===== config.mk =====
export PLATFORM = sky130hd
export DESIGN_NAME = pong_core
export DESIGN_NICKNAME = d
export VERILOG_FILES = /design/src/rtl/pong_pkg.sv /design/src/rtl/pong_paddle.sv /design/src/rtl/pong_core.sv
export SDC_FILE = /design/constraint.sdc
export NUM_CORES = 1
export LEC_CHECK = 0
export BUFFER_PORTS_ARGS = -buffer_cell sky130_fd_sc_hd__buf_2
export CAP_MARGIN = 10
export CORE_MARGIN = 2
export CORE_UTILIZATION = 30
export CTS_CLUSTER_DIAMETER = 100
export DETAILED_ROUTE_END_ITERATION = 8
export SLEW_MARGIN = 20
export SYNTH_ARGS = -nofsm -noshare
export SYNTH_HDL_FRONTEND = slang
export SYNTH_HIERARCHICAL = 1
export SYNTH_SLANG_ARGS = --single-unit

===== constraint.sdc =====
create_clock -name clk -period 3.7 [get_ports clk]
set_input_delay 0.555 -clock clk [delete_from_list [all_inputs] [get_ports clk]]
set_output_delay 0.555 -clock clk [all_outputs]
set_load 0.005 [all_outputs]

===== src/rtl/pong_pkg.sv =====
// Shared definitions for the two-player Pong engine.
// Provides the game state encoding, the default position width and a
// helper that computes the centred coordinate of an object on an axis.
package pong_pkg;

   // Game state encoding; the numeric values are visible on the state port.
   typedef enum logic [1:0] {
      ST_IDLE  = 2'd0,
      ST_SERVE = 2'd1,
      ST_PLAY  = 2'd2,
      ST_OVER  = 2'd3
   } state_t;

   localparam int POS_W_DEFAULT = 10;

   // Top-left coordinate that centres an object of the given size on an axis.
   function automatic int centre(input int extent, input int size);
      return (extent - size) / 2;
   endfunction

endpackage


===== src/rtl/pong_paddle.sv =====
// One vertically moving paddle, clamped to the playfield.
// Ports:
//   clk_i    clock
//   rst_n_i  synchronous active-low reset (paddle returns to vertical centre)
//   en_i     update strobe; the paddle only moves when this is high
//   up_i     move up (wins over down_i when both are set)
//   down_i   move down
//   speed_i  pixels moved per strobe
//   y_o      top edge of the paddle
module pong_paddle
   import pong_pkg::*;
#(
   parameter int POS_W    = POS_W_DEFAULT,
   parameter int SCREEN_H = 480,
   parameter int PADDLE_H = 60
) (
   input  logic             clk_i,
   input  logic             rst_n_i,
   input  logic             en_i,
   input  logic             up_i,
   input  logic             down_i,
   input  logic [POS_W-1:0] speed_i,
   output logic [POS_W-1:0] y_o
);

   localparam logic [POS_W:0]   Y_MAX   = (POS_W+1)'(SCREEN_H - PADDLE_H);
   localparam logic [POS_W-1:0] Y_RESET = POS_W'(centre(SCREEN_H, PADDLE_H));

   logic [POS_W-1:0] y_q, y_d;
   logic [POS_W:0]   downSum;

   // Next position: the subtraction is guarded so it never underflows, and the
   // addition is done one bit wider so the clamp compare cannot overflow.
   always_comb begin
      y_d     = y_q;
      downSum = {1'b0, y_q} + {1'b0, speed_i};
      if (up_i) begin
         y_d = (y_q < speed_i) ? '0 : y_q - speed_i;
      end else if (down_i) begin
         y_d = (downSum > Y_MAX) ? Y_MAX[POS_W-1:0] : downSum[POS_W-1:0];
      end
   end

   // Position register, only advanced on an enabled strobe.
   always_ff @(posedge clk_i) begin
      if (!rst_n_i) begin
         y_q <= Y_RESET;
      end else if (en_i) begin
         y_q <= y_d;
      end
   end

   assign y_o = y_q;

endmodule


===== src/rtl/pong_core.sv =====
// Two-player Pong engine: ball physics, paddles, scoring, serve delay and
// win detection. Physics advances only on the internal tick pulse.
// Ports:
//   clk, rst_n                 clock, synchronous active-low reset
//   start                      level; starts a game from IDLE or restarts from OVER
//   p1_up, p1_down             left paddle buttons
//   p2_up, p2_down             right paddle buttons (ignored while ai_en=1)
//   ai_en                      right paddle follows the ball automatically
//   ball_x, ball_y             ball top-left corner
//   paddle_l_y, paddle_r_y     paddle top edges
//   score_l, score_r           player scores
//   ball_dir_x, ball_dir_y     1 = moving right / down
//   state                      0 IDLE, 1 SERVE, 2 PLAY, 3 OVER
//   tick                       one-cycle physics strobe
module pong_core
   import pong_pkg::*;
#(
   parameter int POS_W        = POS_W_DEFAULT,
   parameter int SCREEN_W     = 640,
   parameter int SCREEN_H     = 480,
   parameter int BALL_SIZE    = 10,
   parameter int PADDLE_W     = 10,
   parameter int PADDLE_H     = 60,
   parameter int BALL_SPEED   = 2,
   parameter int PADDLE_SPEED = 2,
   parameter int AI_SPEED     = 1,
   parameter int TICK_DIV_W   = 16,
   parameter int SCORE_W      = 4,
   parameter int WIN_SCORE    = 9,
   parameter int SERVE_TICKS  = 32
) (
   input  logic               clk,
   input  logic               rst_n,
   input  logic               start,
   input  logic               p1_up,
   input  logic               p1_down,
   input  logic               p2_up,
   input  logic               p2_down,
   input  logic               ai_en,
   output logic [POS_W-1:0]   ball_x,
   output logic [POS_W-1:0]   ball_y,
   output logic [POS_W-1:0]   paddle_l_y,
   output logic [POS_W-1:0]   paddle_r_y,
   output logic [SCORE_W-1:0] score_l,
   output logic [SCORE_W-1:0] score_r,
   output logic               ball_dir_x,
   output logic               ball_dir_y,
   output logic [1:0]         state,
   output logic               tick
);

   localparam int SCW = $clog2(SERVE_TICKS + 1);

   localparam logic [POS_W-1:0]   BALL_X0   = POS_W'(centre(SCREEN_W, BALL_SIZE));
   localparam logic [POS_W-1:0]   BALL_Y0   = POS_W'(centre(SCREEN_H, BALL_SIZE));
   localparam logic [POS_W-1:0]   SPD       = POS_W'(BALL_SPEED);
   localparam logic [POS_W-1:0]   X_LSTOP   = POS_W'(PADDLE_W);
   localparam logic [POS_W-1:0]   X_RSTOP   = POS_W'(SCREEN_W - PADDLE_W - BALL_SIZE);
   localparam logic [POS_W-1:0]   Y_BOTTOM  = POS_W'(SCREEN_H - BALL_SIZE);
   localparam logic [SCW-1:0]     SERVE_END = SCW'(SERVE_TICKS - 1);
   localparam logic [SCORE_W-1:0] WIN       = SCORE_W'(WIN_SCORE);

   // Compare thresholds, one bit wider than positions.
   localparam logic [POS_W:0] W_BSIZE  = (POS_W+1)'(BALL_SIZE);
   localparam logic [POS_W:0] W_PH     = (POS_W+1)'(PADDLE_H);
   localparam logic [POS_W:0] W_BHALF  = (POS_W+1)'(BALL_SIZE / 2);
   localparam logic [POS_W:0] W_PHALF  = (POS_W+1)'(PADDLE_H / 2);
   localparam logic [POS_W:0] L_HIT_LO = (POS_W+1)'(PADDLE_W);
   localparam logic [POS_W:0] L_HIT_HI = (POS_W+1)'(PADDLE_W + BALL_SPEED);
   localparam logic [POS_W:0] L_MISS   = (POS_W+1)'(BALL_SPEED);
   localparam logic [POS_W:0] R_HIT_LO = (POS_W+1)'(SCREEN_W - PADDLE_W - BALL_SIZE - BALL_SPEED);
   localparam logic [POS_W:0] R_HIT_HI = (POS_W+1)'(SCREEN_W - PADDLE_W - BALL_SIZE);
   localparam logic [POS_W:0] R_MISS   = (POS_W+1)'(SCREEN_W - BALL_SIZE - BALL_SPEED);
   localparam logic [POS_W:0] Y_TOP    = (POS_W+1)'(BALL_SPEED);
   localparam logic [POS_W:0] Y_BOT    = (POS_W+1)'(SCREEN_H - BALL_SIZE - BALL_SPEED);

   logic [TICK_DIV_W-1:0] div_q;
   state_t                state_q;
   logic [SCW-1:0]        serveCnt_q;
   logic [POS_W-1:0]      ballX_q, ballY_q;
   logic                  dirX_q, dirY_q;
   logic [SCORE_W-1:0]    scoreL_q, scoreR_q;

   logic                  tickNow;
   logic [POS_W-1:0]      padL, padR;
   logic [POS_W:0]        bx, by, plW, prW;
   logic                  overlapL, overlapR;
   logic                  leftHit, leftMiss, rightHit, rightMiss;
   logic [POS_W-1:0]      ballX_d, ballY_d;
   logic                  dirX_d, dirY_d;
   logic [SCORE_W-1:0]    scoreLInc, scoreRInc;
   logic                  padEn, rUp, rDown;
   logic [POS_W-1:0]      rSpeed;

   assign tickNow   = &div_q;
   assign bx        = {1'b0, ballX_q};
   assign by        = {1'b0, ballY_q};
   assign plW       = {1'b0, padL};
   assign prW       = {1'b0, padR};
   assign overlapL  = (by + W_BSIZE > plW) && (by < plW + W_PH);
   assign overlapR  = (by + W_BSIZE > prW) && (by < prW + W_PH);
   assign scoreLInc = scoreL_q + 1'b1;
   assign scoreRInc = scoreR_q + 1'b1;

   // Classify the ball's X situation; hits take precedence over misses.
   assign leftHit   = !dirX_q && (bx >= L_HIT_LO) && (bx <= L_HIT_HI) && overlapL;
   assign leftMiss  = !dirX_q && !leftHit && (bx <= L_MISS);
   assign rightHit  = dirX_q && (bx >= R_HIT_LO) && (bx <= R_HIT_HI) && overlapR;
   assign rightMiss = dirX_q && !rightHit && (bx >= R_MISS);

   // Rally motion for a PLAY tick without a miss. X and Y are independent,
   // so a corner hit applies both bounces in the same tick.
   always_comb begin
      ballX_d = ballX_q;
      dirX_d  = dirX_q;
      ballY_d = ballY_q;
      dirY_d  = dirY_q;
      if (leftHit) begin
         ballX_d = X_LSTOP;
         dirX_d  = 1'b1;
      end else if (rightHit) begin
         ballX_d = X_RSTOP;
         dirX_d  = 1'b0;
      end else if (dirX_q) begin
         ballX_d = ballX_q + SPD;
      end else begin
         ballX_d = ballX_q - SPD;
      end
      if (!dirY_q && (by <= Y_TOP)) begin
         ballY_d = '0;
         dirY_d  = 1'b1;
      end else if (dirY_q && (by >= Y_BOT)) begin
         ballY_d = Y_BOTTOM;
         dirY_d  = 1'b0;
      end else if (dirY_q) begin
         ballY_d = ballY_q + SPD;
      end else begin
         ballY_d = ballY_q - SPD;
      end
   end

   // Right paddle source: the AI steers the paddle centre toward the ball centre.
   always_comb begin
      padEn  = tickNow && ((state_q == ST_SERVE) || (state_q == ST_PLAY));
      rUp    = p2_up;
      rDown  = p2_down;
      rSpeed = POS_W'(PADDLE_SPEED);
      if (ai_en) begin
         rUp    = (by + W_BHALF) < (prW + W_PHALF);
         rDown  = (by + W_BHALF) > (prW + W_PHALF);
         rSpeed = POS_W'(AI_SPEED);
      end
   end

   pong_paddle #(
      .POS_W    (POS_W),
      .SCREEN_H (SCREEN_H),
      .PADDLE_H (PADDLE_H)
   ) uPaddleL (
      .clk_i   (clk),
      .rst_n_i (rst_n),
      .en_i    (padEn),
      .up_i    (p1_up),
      .down_i  (p1_down),
      .speed_i (POS_W'(PADDLE_SPEED)),
      .y_o     (padL)
   );

   pong_paddle #(
      .POS_W    (POS_W),
      .SCREEN_H (SCREEN_H),
      .PADDLE_H (PADDLE_H)
   ) uPaddleR (
      .clk_i   (clk),
      .rst_n_i (rst_n),
      .en_i    (padEn),
      .up_i    (rUp),
      .down_i  (rDown),
      .speed_i (rSpeed),
      .y_o     (padR)
   );

   // Game state machine with ball, score and serve registers. Only the
   // IDLE->SERVE transition may happen outside a tick cycle.
   always_ff @(posedge clk) begin
      if (!rst_n) begin
         div_q      <= '0;
         state_q    <= ST_IDLE;
         serveCnt_q <= '0;
         ballX_q    <= BALL_X0;
         ballY_q    <= BALL_Y0;
         dirX_q     <= 1'b1;
         dirY_q     <= 1'b1;
         scoreL_q   <= '0;
         scoreR_q   <= '0;
      end else begin
         div_q <= div_q + 1'b1;
         case (state_q)
            ST_IDLE: begin
               if (start) begin
                  state_q    <= ST_SERVE;
                  serveCnt_q <= '0;
               end
            end
            ST_SERVE: begin
               if (tickNow) begin
                  if (serveCnt_q == SERVE_END) begin
                     state_q    <= ST_PLAY;
                     serveCnt_q <= '0;
                  end else begin
                     serveCnt_q <= serveCnt_q + 1'b1;
                  end
               end
            end
            ST_PLAY: begin
               if (tickNow) begin
                  if (leftMiss) begin
                     scoreR_q   <= scoreRInc;
                     ballX_q    <= BALL_X0;
                     ballY_q    <= BALL_Y0;
                     dirX_q     <= 1'b0;
                     dirY_q     <= ~dirY_q;
                     serveCnt_q <= '0;
                     state_q    <= (scoreRInc == WIN) ? ST_OVER : ST_SERVE;
                  end else if (rightMiss) begin
                     scoreL_q   <= scoreLInc;
                     ballX_q    <= BALL_X0;
                     ballY_q    <= BALL_Y0;
                     dirX_q     <= 1'b1;
                     dirY_q     <= ~dirY_q;
                     serveCnt_q <= '0;
                     state_q    <= (scoreLInc == WIN) ? ST_OVER : ST_SERVE;
                  end else begin
                     ballX_q <= ballX_d;
                     ballY_q <= ballY_d;
                     dirX_q  <= dirX_d;
                     dirY_q  <= dirY_d;
                  end
               end
            end
            ST_OVER: begin
               if (tickNow && start) begin
                  scoreL_q   <= '0;
                  scoreR_q   <= '0;
                  ballX_q    <= BALL_X0;
                  ballY_q    <= BALL_Y0;
                  dirX_q     <= 1'b1;
                  serveCnt_q <= '0;
                  state_q    <= ST_SERVE;
               end
            end
            default: state_q <= ST_IDLE;
         endcase
      end
   end

   assign ball_x     = ballX_q;
   assign ball_y     = ballY_q;
   assign paddle_l_y = padL;
   assign paddle_r_y = padR;
   assign score_l    = scoreL_q;
   assign score_r    = scoreR_q;
   assign ball_dir_x = dirX_q;
   assign ball_dir_y = dirY_q;
   assign state      = state_q;
   assign tick       = tickNow;

endmodule


==> results of run 1 <==
## cells by family (layout without fill, tap and decap cells)
family | Yosys count | after routing | synth area share
xor+xnor | 56 | 56 | 0.06080
fa+ha+maj | 115 | 115 | 0.1821
mux | 8 | 8 | 0.01117
simple gates | 365 | 365 | 0.2330
flops | 74 | 74 | 0.1837
compound gates | 299 | 299 | 0.2629
buf+inv | 130 | 183 | 0.06546
other cells | 2 | 37 | 0.0009310
## registers in the layout, summed over array words and instances (netlist names)
name and cells:
ball_y 10, ball_dir_x 1, ball_x 10, div_q 16, state 2, uPaddleR/y_o 10
ball_dir_y 1, uPaddleL/y_o 10, serveCnt_q 6, score_l 4, score_r 4
## per-stage QoR
step | power [W] | utilization
after detailed placement | 0.001227 | 0.3337
after global placement | 0.001223 | 0.3337
after global routing | 0.002291 | 0.3461
final | 0.002188 | 0.3461
after floorplan | 0.001145 | -
after CTS | 0.002199 | 0.3456
## critical path, stage by stage, from the launching register on
cell and delay, ns:
dfxtp_1 0.34, inv_1 0.09, ha_1 0.21, nand3_1 0.13, and3_1 0.21, nand3_1 0.10, xnor2_1 0.16, ha_1 0.35
nand4_1 0.10, nor2_1 0.19, nand2_1 0.08, o211ai_1 0.20, o21ai_0 0.10, buf_4 0.19, and2_1 0.23, a22o_1 0.21
o21a_1 0.16, o221a_1 0.21
## worst min path at each step
stage | slack, ns | cells past startpoint | to
2_1_floorplan | 0.43 | 1 | div_q[0]$_SDFF_PN0_
3_3_place_gp | 0.44 | 1 | div_q[0]$_SDFF_PN0_
3_5_place_dp | 0.48 | 2 | serveCnt_q[1]$_SDFFE_PN0P_
4_1_cts | 0.49 | 2 | serveCnt_q[1]$_SDFFE_PN0P_
5_1_grt | 0.53 | 2 | serveCnt_q[2]$_SDFFE_PN0P_
6_report | 0.48 | 1 | div_q[0]$_SDFF_PN0_
## metal layers
| metal | global-route usage | routed length [microns] |
|---|---|---|
| met5 | 0 | 0 |
| met4 | 0.04197 | 444 |
| met3 | 0.03409 | 1295 |
| met2 | 0.2580 | 9996 |
| met1 | 0.2185 | 10620 |
## timing repair
item,in CTS,in global routing
endpoints found under the setup margin,0,5
setup buffers,0,0
resized for setup,0,6
endpoints found under the hold margin,0,0
## cell usage after synthesis (6+ instances only)
| master | number | area share |
|---|---|---|
| a2111oi_0 | 7 | 0.0076 |
| a211oi_1 | 9 | 0.0084 |
| a21o_1 | 10 | 0.0093 |
| a21oi_1 | 65 | 0.040 |
| a221oi_1 | 10 | 0.011 |
| a31oi_1 | 10 | 0.0078 |
| and2_1 | 6 | 0.0047 |
| and3_1 | 7 | 0.0054 |
| buf_2 | 10 | 0.0062 |
| clkbuf_1 | 33 | 0.015 |
| dfxtp_1 | 74 | 0.18 |
| ha_1 | 111 | 0.17 |
| inv_1 | 79 | 0.037 |
| nand2_1 | 73 | 0.034 |
| nand2b_1 | 15 | 0.012 |
| nand3_1 | 34 | 0.021 |
| nand4_1 | 18 | 0.014 |
| nor2_1 | 92 | 0.043 |
| nor2b_1 | 18 | 0.014 |
| nor3_1 | 35 | 0.022 |
| nor3b_1 | 7 | 0.0065 |
| nor4_1 | 9 | 0.0070 |
| o211ai_1 | 15 | 0.014 |
| o21a_1 | 16 | 0.015 |
| o21ai_0 | 52 | 0.032 |
| o21ai_1 | 10 | 0.0062 |
| o22ai_1 | 10 | 0.0078 |
| o31ai_1 | 6 | 0.0056 |
| or2_2 | 6 | 0.0047 |
| or3_1 | 14 | 0.011 |
| or4_1 | 6 | 0.0056 |
| xnor2_1 | 44 | 0.048 |
| xor2_1 | 12 | 0.013 |
## power by group through the flow
stage | Sequential [W] | Clock, W | Combinational (W)
floorplan | 0.000838 | 0 | 0.000308
global placement | 0.000840 | 0 | 0.000383
detailed placement | 0.000840 | 0 | 0.000387
CTS | 0.000823 | 0.000989 | 0.000387
global route | 0.000825 | 0.00102 | 0.000443
finish | 0.000823 | 0.000971 | 0.000394
## final cells by class
type                       count  area, sq um
clock buffer                  11        232.7
clock inverter                 5        86.33
fill                        2808        17430
inverter                      82        307.8
multi-input combinational    880         6200
sequential                    74         1483
tap                          341        426.7
timing repair buffer          85        488.0
==> out/results.ini, run 1 <==
[finish]
final_cell_count_no_fill=1478
stdcell_area_sq_um=9224
final_common_cell=ha_1
diodes=0
mostFrequentLayoutCells=ha_1 (111), nor2_1 (92), inv_1 (79)
layout.nets=1255
synthToLayoutAreaGrowth_pct=14.35
drive_gt1_frac=0.1275

[drt]
wl_per_cell_microns=15.13
firstDrtPassIters=5
vias_per_cell=5.337
wl_mm=22.36
ant_nets=0
drc=0
drt-initial-drc-count=498
vias=7888

[clock_network]
cts_num_sinks=74
clockRootBuffer=clkbuf_16
clk_pin_slew_ns=0.06
htreeDepth=3
ctsHoldBuffers=0
numCtsBuffers=9
cts_tree=yes
clockBufferDepth=2
clk_latency_ns=0.36

[synthesis]
ys_seq_elements=74
synthesis.area_sq_um=8066
seq_area_frac_synth=0.1837
synth_warnings=6
synthFlopType=dfxtp_1
syn_inst=1049
syn_avg_cell_area_sq_um=7.690
synth_edf_count=0
synth_cell_type_count=88
synthArstFlopShare=0

[floorplan]
die_h_microns=168.0
ios=61
dieArea_sq_um=28220
rows=60
die_w_microns=168.0
initial_utilization=0.3027
coreArea_sq_um=26650

[placement]
hpwlAfterDp_mm=17.24
gp_congestion=0.9067
dpl.cell_count=1462
pre_cts_ws_ns=0.2781
place_area_sq_um=8892
io_buffers=60

[sta]
maxSlewViolCount=0
whs_ns=0.4837
max_freq_mhz=295.6
hold_viol_final=0
setup_violations=0
max-slew-margin-rel=0.4765
skew_ns=0.01410
layout_setup_ws_ns=0.3167
tightest_slew_ns=0.7780
rsz0062_at_grt=false
min_period_ns=3.383
finalSetupTns_ns=0
finalCritPeriodShare=0.9144

[grt]
grt_max_degree=37
grt_pass1_wl_mm=37.52
gr-total-overflow=0
antenna_found_initial=0
grtUsageTotal=0.1606
grt_pass1_vias=7356

[worst_setup_path]
cp_max_fo=12
cp-start-kind=flop
crit_start=uPaddleR/y_o[2]$_SDFFE_PN0P_
worstReg2RegEnd=uPaddleR/y_o[2]$_SDFFE_PN0P_
rrSetupSlack_ns=0.32
cp.required_ns=3.93
end_kind=flop
reg2regPathDepth=17
worstSetupPathType=flop to flop
r2r_start=uPaddleR/y_o[2]$_SDFFE_PN0P_
endpoint=uPaddleR/y_o[2]$_SDFFE_PN0P_
crit_arrival_ns=3.62

[power_and_ir_drop]
intPower_w=0.001561
power_frac_clock=0.444
combPwrFrac=0.180
p_per_area_nw_per_um2=237.2
leakage_nw=3.729
swShare=0.2865
switchingPower_w=0.0006270
irDropWorstVdd_uv=201.2
p_seq_frac=0.376

[run_status]
status=completed

[min_path]
worstHoldPathType=flop to flop
min_from=div_q[0]$_SDFF_PN0_

[flow_run]
max-cap-violations=0

Note: power is estimated with default switching activity, not from simulation.
==> run 2: changes to the inputs <==
clock period = 4.25 ns   (was 3.7 ns; I/O delays follow)
==> run 2 against run 1 <==
Against the previous run:
- core utilization decreased by 0.43 points
- cell area decreased by 1.2%
- largest cell class unchanged
- cell count decreased by 0.81%
- sequential power decreased by 13%
- global-route usage decreased by 0.21 points
- worst hold slack got worse by 0.020 ns
- register-to-register slack improved by 0.20 ns
==> out/results.ini, run 2 (same netlist as run 1, synthesis figures left out) <==
[finish]
top_register=div_q  ; unchanged
final_common_cell=ha_1  ; unchanged
mostFrequentLayoutCells=ha_1 (111), nor2_1 (92), inv_1 (79)  ; unchanged
layout.nets=1243  ; was 1,255
synthToLayoutAreaGrowth_pct=12.94  ; was 14.35%
largest_reg_flops=16  ; unchanged
fillers=2813  ; was 2,808
diodes=0  ; unchanged
drive_gt1_frac=0.1164  ; was 0.1275

[sta]
tightest_slew_ns=0.8171  ; was 0.7780 ns
finalSetupTns_ns=0  ; unchanged
finalCritPeriodShare=0.8781  ; was 0.9144
rsz0062_at_grt=false  ; unchanged
skew_ns=0.009316  ; was 0.01410 ns
hold_viol_final=0  ; unchanged
setup_violations=0  ; unchanged
max-slew-margin-rel=0.4553  ; was 0.4765
whs_ns=0.4641  ; was 0.4837 ns
min_period_ns=3.732  ; was 3.383 ns
maxSlewViolCount=0  ; unchanged
max_freq_mhz=268.0  ; was 295.6 MHz

[worst_setup_path]
path_cells=inv_1 > ha_1 > nand2_1 > nand2_1 > o21ai_0 > nor2_1 > xnor2_1 > ha_1 > nand2_1 > nor2_1 > nand2_1 > o211ai_1 > o21ai_0 > buf_4 > o21ai_1 > nor4_1 > mux2i_1 > nand2_1  ; was inv_1 > ha_1 > nand3_1 > and3_1 > nand3_1 > xnor2_1 > ha_1 > nand4_1 > nor2_1 > nand2_1 > o211ai_1 > o21ai_0 > buf_4 > and2_1 > a22o_1 > o21a_1 > o221a_1
crit_arrival_ns=3.97  ; was 3.62 ns
worstSetupPathType=flop to flop  ; unchanged
cp.required_ns=4.49  ; was 3.93 ns
cp_max_fo=12  ; unchanged
cp_common_cell=nand2_1
critPathTopFamily=compound AO/OA/AOI/OAI gates  ; was simple AND/OR/NAND/NOR gates
r2r_start=uPaddleR/y_o[3]$_SDFFE_PN0P_  ; was uPaddleR/y_o[2]$_SDFFE_PN0P_
end_kind=flop  ; unchanged
worst-path-buf-inv=2  ; unchanged
crit_start=uPaddleR/y_o[3]$_SDFFE_PN0P_  ; was uPaddleR/y_o[2]$_SDFFE_PN0P_
cp-start-kind=flop  ; unchanged
critPathSlowestCell=o21ai_1  ; was ha_1
crit_path_max_incr_delay_ns=0.54  ; was 0.35 ns

[clock_network]
clk_pin_slew_ns=0.07  ; was 0.06 ns
numCtsBuffers=9  ; unchanged
clockBufferDepth=2  ; unchanged
cts_tree=yes  ; unchanged
ctsHoldBuffers=0  ; unchanged
clockRootBuffer=clkbuf_16  ; unchanged
post_cts_resized=0  ; unchanged
cts_num_sinks=74  ; unchanged
htreeDepth=3  ; unchanged
cts_setup_buffers=0  ; unchanged
clk_latency_ns=0.36  ; about the same

[drt]
vias_per_cell=5.327  ; was 5.337
wl_per_cell_microns=15.22  ; was 15.13 microns
vias=7810  ; was 7,888
drt-initial-drc-count=520  ; was 498
ant_nets=0  ; unchanged
drc=0  ; unchanged
wl_mm=22.32  ; was 22.36 mm
firstDrtPassIters=7  ; was 5

[placement]
io_buffers=60  ; unchanged
gp_congestion=0.8954  ; was 0.9067
hpwlAfterDp_mm=17.16  ; was 17.24 mm

[power_and_ir_drop]
p_per_area_nw_per_um2=204.9  ; was 237.2 nW/um^2
leakage_nw=3.662  ; was 3.729 nW
irDropWorstVdd_uv=186.1  ; was 201.2 uV

[floorplan]
die_h_microns=168.0  ; unchanged
dieArea_sq_um=28220  ; unchanged
rows=60  ; unchanged
die_w_microns=168.0  ; unchanged
coreArea_sq_um=26650  ; unchanged
initial_utilization=0.3027  ; unchanged
ios=61  ; unchanged

[min_path]
min_from=div_q[0]$_SDFF_PN0_  ; unchanged
worstHoldPathType=flop to flop  ; unchanged

[grt]
grt_pass1_vias=7268  ; was 7,356
grtUsageTotal=0.1585  ; was 0.1606
gr-total-overflow=0  ; unchanged
antenna_found_initial=0  ; unchanged
grt_max_degree=37  ; unchanged
grt_pass1_wl_mm=37.05  ; was 37.52 mm

[run_status]
status=completed  ; unchanged

[flow_run]
max-cap-violations=0  ; unchanged

run 2: layout make-up:
cell class	instances	area, sq um	share of cell area
multi-input combinational	880	6188	0.6793
sequential	74	1481	0.1626
clock inverter	7	82.58	0.009065
timing repair buffer	73	397.9	0.04368
clock buffer	9	225.2	0.02472
tap	341	426.7	0.04683
inverter	82	307.8	0.03379
run 2: final timing paths:
kind	end	slack [ns]	depth (start not counted)
max	uPaddleR/y_o[9]$_SDFFE_PN0P_	0.52	18
min	div_q[0]$_SDFF_PN0_	0.46	1
max reg2reg	uPaddleR/y_o[9]$_SDFFE_PN0P_	0.52	18
min reg2reg	div_q[0]$_SDFF_PN0_	0.46	1
run 2: through the flow:
step / cells / utilization / total power [W] / area, sq um / setup WS, ns
after floorplan: 1084 / - / 0.0009971 / 8198 / 0.7235
after global placement: 1450 / 0.3303 / 0.001060 / 8802 / 0.6812
after detailed placement: 1450 / 0.3303 / 0.001061 / 8802 / 0.5204
after CTS: 1466 / 0.3418 / 0.001884 / 9110 / 0.5099
after global routing: 1466 / 0.3418 / 0.001965 / 9110 / 0.06586
final: 1466 / 0.3418 / 0.001866 / 9110 / 0.5181
run 2: layer usage:
layer	track usage	up-vias	wire [microns]
li1	-	3948	-
met1	0.2131	3680	10730
met2	0.2616	155	10280
met3	0.03056	27	949
met4	0.03819	0	364
met5	0	-	0
run 2: where the power goes:
group          internal (W)  switching [W]
Sequential         0.000704      0.0000128
Combinational      0.000130       0.000206
Clock              0.000465       0.000349
